### src/rtl/rgb_buf_sequencer.sv
`default_nettype none
// ============================================================================
//  Module   : rgb_buf_sequencer
//  Function : Ping-pong write control for two 24-bit pixel buffers and a
//             byte-serial R/G/B read sequencer with one-hot mux selects and
//             an end-of-line flag on the last byte of each display line.
//  Revision : 1.0 - initial release
// ============================================================================
module rgb_buf_sequencer #(
    parameter int LINE_PIXELS = 640,
    parameter int CW          = 10
) (
    input  logic Clk,
    input  logic Rst_n,
    input  logic PixValid,
    output logic PixReady,
    output logic Load1,
    output logic Load2,
    output logic SelR1,
    output logic SelG1,
    output logic SelB1,
    output logic SelR2,
    output logic SelG2,
    output logic SelB2,
    output logic OutSel,
    output logic ByteValid,
    input  logic ByteReady,
    output logic EndOfLine
);

    localparam logic [CW-1:0] LAST_PIX = CW'(LINE_PIXELS - 1);

    typedef enum logic [1:0] {
        IDLE   = 2'd0,
        SEND_R = 2'd1,
        SEND_G = 2'd2,
        SEND_B = 2'd3
    } state_t;

    state_t        state;
    state_t        state_nxt;
    logic          full1;
    logic          full2;
    logic          wr_ptr;
    logic          rd_ptr;
    logic [CW-1:0] pix_count;

    logic full_wr;
    logic full_rd;
    logic full_other;
    logic accept;
    logic release_px;

    // Buffer status seen from each pointer, plus the handshake events
    always_comb begin
        full_wr    = wr_ptr ? full2 : full1;
        full_rd    = rd_ptr ? full2 : full1;
        full_other = rd_ptr ? full1 : full2;
        PixReady   = Rst_n & ~full_wr;
        accept     = PixValid & PixReady;
        Load1      = accept & ~wr_ptr;
        Load2      = accept & wr_ptr;
        release_px = (state == SEND_B) & ByteReady;
    end

    // Buffer occupancy flags and ping-pong pointers; writes never hit a full
    // buffer, so the set and clear of one flag can never coincide
    always_ff @(posedge Clk) begin
        if (!Rst_n) begin
            full1  <= 1'b0;
            full2  <= 1'b0;
            wr_ptr <= 1'b0;
            rd_ptr <= 1'b0;
        end else begin
            if (release_px) begin
                if (rd_ptr) full2 <= 1'b0;
                else        full1 <= 1'b0;
                rd_ptr <= ~rd_ptr;
            end
            if (accept) begin
                if (wr_ptr) full2 <= 1'b1;
                else        full1 <= 1'b1;
                wr_ptr <= ~wr_ptr;
            end
        end
    end

    // Pixel position within the current line, advanced per completed pixel
    always_ff @(posedge Clk) begin
        if (!Rst_n) begin
            pix_count <= '0;
        end else if (release_px) begin
            if (pix_count == LAST_PIX) pix_count <= '0;
            else                       pix_count <= pix_count + 1'b1;
        end
    end

    // Read sequencer state register
    always_ff @(posedge Clk) begin
        if (!Rst_n) state <= IDLE;
        else        state <= state_nxt;
    end

    // Read sequencer next state: R, G, B per pixel, chaining straight into
    // the other buffer when it is already loaded
    always_comb begin
        state_nxt = state;
        case (state)
            IDLE:    if (full_rd)   state_nxt = SEND_R;
            SEND_R:  if (ByteReady) state_nxt = SEND_G;
            SEND_G:  if (ByteReady) state_nxt = SEND_B;
            SEND_B:  if (ByteReady) state_nxt = full_other ? SEND_R : IDLE;
            default:                state_nxt = IDLE;
        endcase
    end

    // Mux selects and display-side flags decoded purely from registered state
    always_comb begin
        ByteValid = (state != IDLE);
        OutSel    = rd_ptr;
        SelR1     = (state == SEND_R) & ~rd_ptr;
        SelG1     = (state == SEND_G) & ~rd_ptr;
        SelB1     = (state == SEND_B) & ~rd_ptr;
        SelR2     = (state == SEND_R) &  rd_ptr;
        SelG2     = (state == SEND_G) &  rd_ptr;
        SelB2     = (state == SEND_B) &  rd_ptr;
        EndOfLine = (state == SEND_B) & (pix_count == LAST_PIX);
    end

endmodule
`default_nettype wire

### config.mk
export PLATFORM = sky130hd
export DESIGN_NAME = rgb_buf_sequencer
export DESIGN_NICKNAME = d
export VERILOG_FILES = /design/src/rtl/rgb_buf_sequencer.sv
export SDC_FILE = /design/constraint.sdc
export NUM_CORES = 1
export LEC_CHECK = 0
export ABC_AREA = 1
export CAP_MARGIN = 20
export CORE_AREA = 3 3 47 49
export CTS_CLUSTER_DIAMETER = 150
export DETAILED_ROUTE_END_ITERATION = 8
export DIE_AREA = 0 0 50 52
export HOLD_SLACK_MARGIN = 0.08
export PLACE_DENSITY_LB_ADDON = 0.15
export SLEW_MARGIN = 20
export SYNTH_ARGS = -nofsm -noshare
export SYNTH_HDL_FRONTEND = slang
export SYNTH_SLANG_ARGS = --single-unit
### constraint.sdc
create_clock -name Clk -period 1.65 [get_ports Clk]
set_clock_uncertainty 0.05 [all_clocks]
set_input_delay 0.33 -clock Clk [delete_from_list [all_inputs] [get_ports Clk]]
set_output_delay 0.33 -clock Clk [all_outputs]
set_load 0.03 [all_outputs]
* After elaboration in Yosys (flattened, before gate mapping)
Index checks and enable logic that the tools add are counted.
Storage, ports and cells: register bits 16, input bits 4, output and inout port bits 12, word-level logic and storage cells 51
Cells by class: add/subtract/negate cells 1, equal/unequal tests 8, muxes and demuxes 18, bitwise logic cells 15, reduce and logical (&&, ||, !) cells 3
Operators with widths (number):
- 1-bit AND | 12
- 1-bit 2-to-1 mux | 12
- 10-bit by 1-bit adder with 10-bit output (second input constant) | 1
- 10-bit equality test (second input constant) | 1
- 10-bit 2-to-1 mux | 1
- 2-bit 2-to-1 mux | 4
- 2-bit != test (second input constant) | 4
- 2-bit case mux with 4 select lines | 1
- 2-bit equality test (second input constant) | 2
- 4-bit AND reduction | 1
- 1-bit inverter | 3
- 2-bit by 1-bit equality test with 1-bit output (second input constant) | 1
- 2-bit logical NOT | 1
- 2-bit nonzero test | 1

* Depth between registers and ports, before layout
depth in word-level cells 5, depth in mapped cells 9, depth with buffers taken out 9

* Worst setup path after synthesis
Ideal clock, no wire load.
kind reg2out, start reg wr_ptr, end out Load1, arrival 1.216 ns, required time 1.270 ns, setup slack 0.054 ns, stages on the path, launching flop included 5, path through dfxtp_1 > inv_1 > a21oi_2 > nand3_1 > inv_1
On the way: word-level cells in the longest chain between the ends 5
RTL lines:
- start, declared | line 44 | logic wr_ptr;
- start signal, assigned | line 83 | wr_ptr <= ~wr_ptr;
- 1-bit 2-to-1 mux | line 56 | full_wr = wr_ptr ? full2 : full1;
- 1-bit inverter | line 59 | PixReady = Rst_n & ~full_wr;
- 1-bit AND | line 59
- named net PixReady | line 16 | output logic PixReady,
- 1-bit AND | line 60 | accept = PixValid & PixReady;
- 1-bit AND | line 61 | Load1 = accept & ~wr_ptr;
- end, declared | line 17 | output logic Load1,
The timed path passes the listed nets, and every way through them passes these cells.

* Worst setup path in the final report
start reg pix_count[9], end out EndOfLine
On the way: word-level cells in the longest chain between the ends 2
RTL lines:
- start, declared | line 46 | logic [CW-1:0] pix_count;
- start signal, assigned | line 94 | else pix_count <= pix_count + 1'b1;
- 10-bit equality test | line 127 | EndOfLine = (state == SEND_B) & (pix_count == LAST_PIX);
- 1-bit AND | line 127
- end, declared | line 28 | output logic EndOfLine
Every way passes these cells.

==> summary.md <==
| Metric | Value |
|---|---|
| Nets | 175 |
| Vias per cell | 4.696 |
| Final Setup Violations | 1 |
| GRT Residual Overflow | 0 |
| Synth top area share | 35.36% |
| Num rows | 16 |
| Post-Syn Area | 905.9 um^2 |
| Top-count cell post-synth | nand2_1 |
| Final worst slack | -0.002827 ns |
| CP Launch Type | register |
| Cts hold-fix bufs | 0 |
| Ys async rst share | 0% |
| Sequential fraction of the synthesis area | 35.36% |
| Final Core Density | 70.33% |
| Die width | 50 um |
| Violated checks | negative setup slack |
| # IOs | 16 |
| Non-Filler Instances | 191 |
| Pwr Total | 1139 uW |
| CP Capture Type | output port |
| Clk buf depth | 2 |
| Largest net degree at the start of global routing | 11 |
| P&R area growth vs syn | 47.65% |
| Initial core utilization | 47.63% |
| Post-synthesis area per instance | 6.863 um^2 |
| CTS tree | yes |
| Total core area | 1902 um^2 |
| CTS HTree Levels | 1 |
| P_leak | 0.0006012 uW |
| Initial drt markers | 12 |
| Worst Path Arrival | 1.27 ns |
| Routed wire length per instance | 10.22 um |
| Worst endpoint required time | 1.27 ns |
| CTS buffer count | 3 |
| Diodes inserted | 0 |
| Mapped Cells | 132 |
| Outcome | finished with violations |
| Number of max-cap violations | 0 |
| RSZ-0062 raised after global routing | yes |
| Syn nets | 142 |
| Antenna Nets Post-Route | 0 |
| GPL Wtd Cong | 0.8006 |
| WL final | 1.952 mm |
| Crit path max fanout | 2 |
| Post-DP HPWL | 1.355 mm |
| Worst-skew pair later-pin latency | 0.29 ns |
| Final period utilization | 100.2% |
| Vias | 897 |
| Initial antenna violation count | 0 |
| Largest area contributor in the netlist | dfxtp_1 |
| R2R setup slack | 0.29 ns |
| Slew @ Worst Pin | 0.2962 ns |
| DRT Pass-1 Iters | 4 |
| Synth top area cells | dfxtp_1 35%, nand2_1 13%, inv_1 8.7% |
| PortBufs | 15 |
| DIE AREA | 2600 um^2 |
| Post-synth EDFFs | 0 |
| Die span in y | 52 um |
| Gr usage total | 15.04% |
| CP Class | register to output port |
| Power density cells | 851.9 nW/um^2 |
| Tmin final | 1.653 ns |
| Dominant synthesized flop cell | dfxtp_1 |
| DP Worst Slack | -0.06765 ns |
| Final Hold Viols | 0 |
| Ratio of cells with drive above 1 in the final layout | 40.85% |
| Final Max Tran Viols | 0 |
| Clock slew at reported path FFs | 0.09 ns |
| Clock sink count | 16 |
| F_max | 605.0 MHz |
| Yosys warning total | 0 |
| Post-synthesis cell type count | 24 |
| Vias in the first global route | 776 |
| CTS root buf | clkbuf_4 |
| #FFs+latches synth | 16 |
| Dpl cells | 180 |
| Peak VDD IR | 0.8739 mV |
| # DRC | 0 |
| Top cells by count, synth | 31 x nand2_1, 21 x inv_1, 19 x nor2_1 |
| First-pass GRT wire length | 3.015 mm |
| Max_slew headroom | 80.33% |
| Worst min path class | register to register |
-- cell families after synthesis --
kind of cell	Yosys count	synth area share [%]
and+or+nand+nor	66	31.63
buffers and inverters	23	9.668
AOI/OAI and AO/OA	16	10.08
DFF	16	35.36
adders and majority gates	6	8.287
xor gates and xnor gates	4	3.868
muxes	1	1.105
-- state kept, by name (all words and copies together), names as in the netlist --
register and count:
full1 1, state 2, full2 1, pix_count 10
OutSel 1, wr_ptr 1
-- report_power, final --
group          internal, uW  leakage [uW]  switching (uW)  total [uW]
combinational           171      0.000445             246         418
clock                   135     0.0000210             125         259
sequential              419      0.000135            43.4         463
total                   725      0.000601             414        1140
-- metrics by stage --
step / hold slack [ns] / setup TNS [ns] / area, um^2
after global placement: 0.4260 / -0.09042 / 1110
after global routing: 0.4910 / -0.07992 / 1338
after floorplan: 0.4100 / 0 / 905.9
after detailed placement: 0.4320 / -0.1423 / 1110
final: 0.4597 / -0.002827 / 1338
after CTS: 0.4537 / -0.05774 / 1190
-- path summary, 6_finish.rpt --
kind         depth (start not counted)           end         start
max                                  5     EndOfLine  pix_count[9]
min                                  2         full2         full2
max reg2reg                          6  pix_count[5]  pix_count[9]
min reg2reg                          2         full2         full2
-- timing repair --
item	in CTS	in global routing
gates cloned	0	0
buffers inserted	1	6
pin swaps	1	6
hold endpoints to repair	0	0
endpoints found under the setup margin	11	7
gates resized for setup	18	29
-- cells in the final DEF (no fill, tap or decap), types with 2 or more instances in the layout --
master and n:
a21oi_1 7, buf_4 22, buf_6 3, clkbuf_4 3, clkdlybuf4s50_1 2, dfxtp_1 6, dfxtp_2 7, dfxtp_4 3
dlygate4sd2_1 2, ha_1 2, ha_4 4, inv_1 14, inv_2 8, nand2_1 27, nand2_2 5, nand3_1 5
nand3_2 2, nor2_1 17, nor2_4 3, o21ai_0 5, xor2_1 3
-- cell type report --
class	count	area, um^2
well taps	27	33.78
fillers	154	564.3
repair buffers	29	236.5
clock buffers	4	36.28
multi-input cells	93	608.1
flip-flops and latches	16	340.3
inverters	22	82.58
-- worst max-delay path, cell delays in order, from the launching register on --
cell	delay [ns]
dfxtp_2	0.34
inv_2	0.04
nor3_2	0.23
nand3_4	0.12
nor2_4	0.12
buf_6	0.13
-- metal layers --
layer / vias to the layer above / GRT usage [%] / share of wire, %
li1: 476 / - / -
met1: 400 / 16.55 / 45
met2: 19 / 25.65 / 49
met3: 2 / 3.152 / 4.1
met4: 0 / 10.60 / 1.7
met5: - / 0 / 0
No activity file was read; power rests on OpenSTA's default activity.
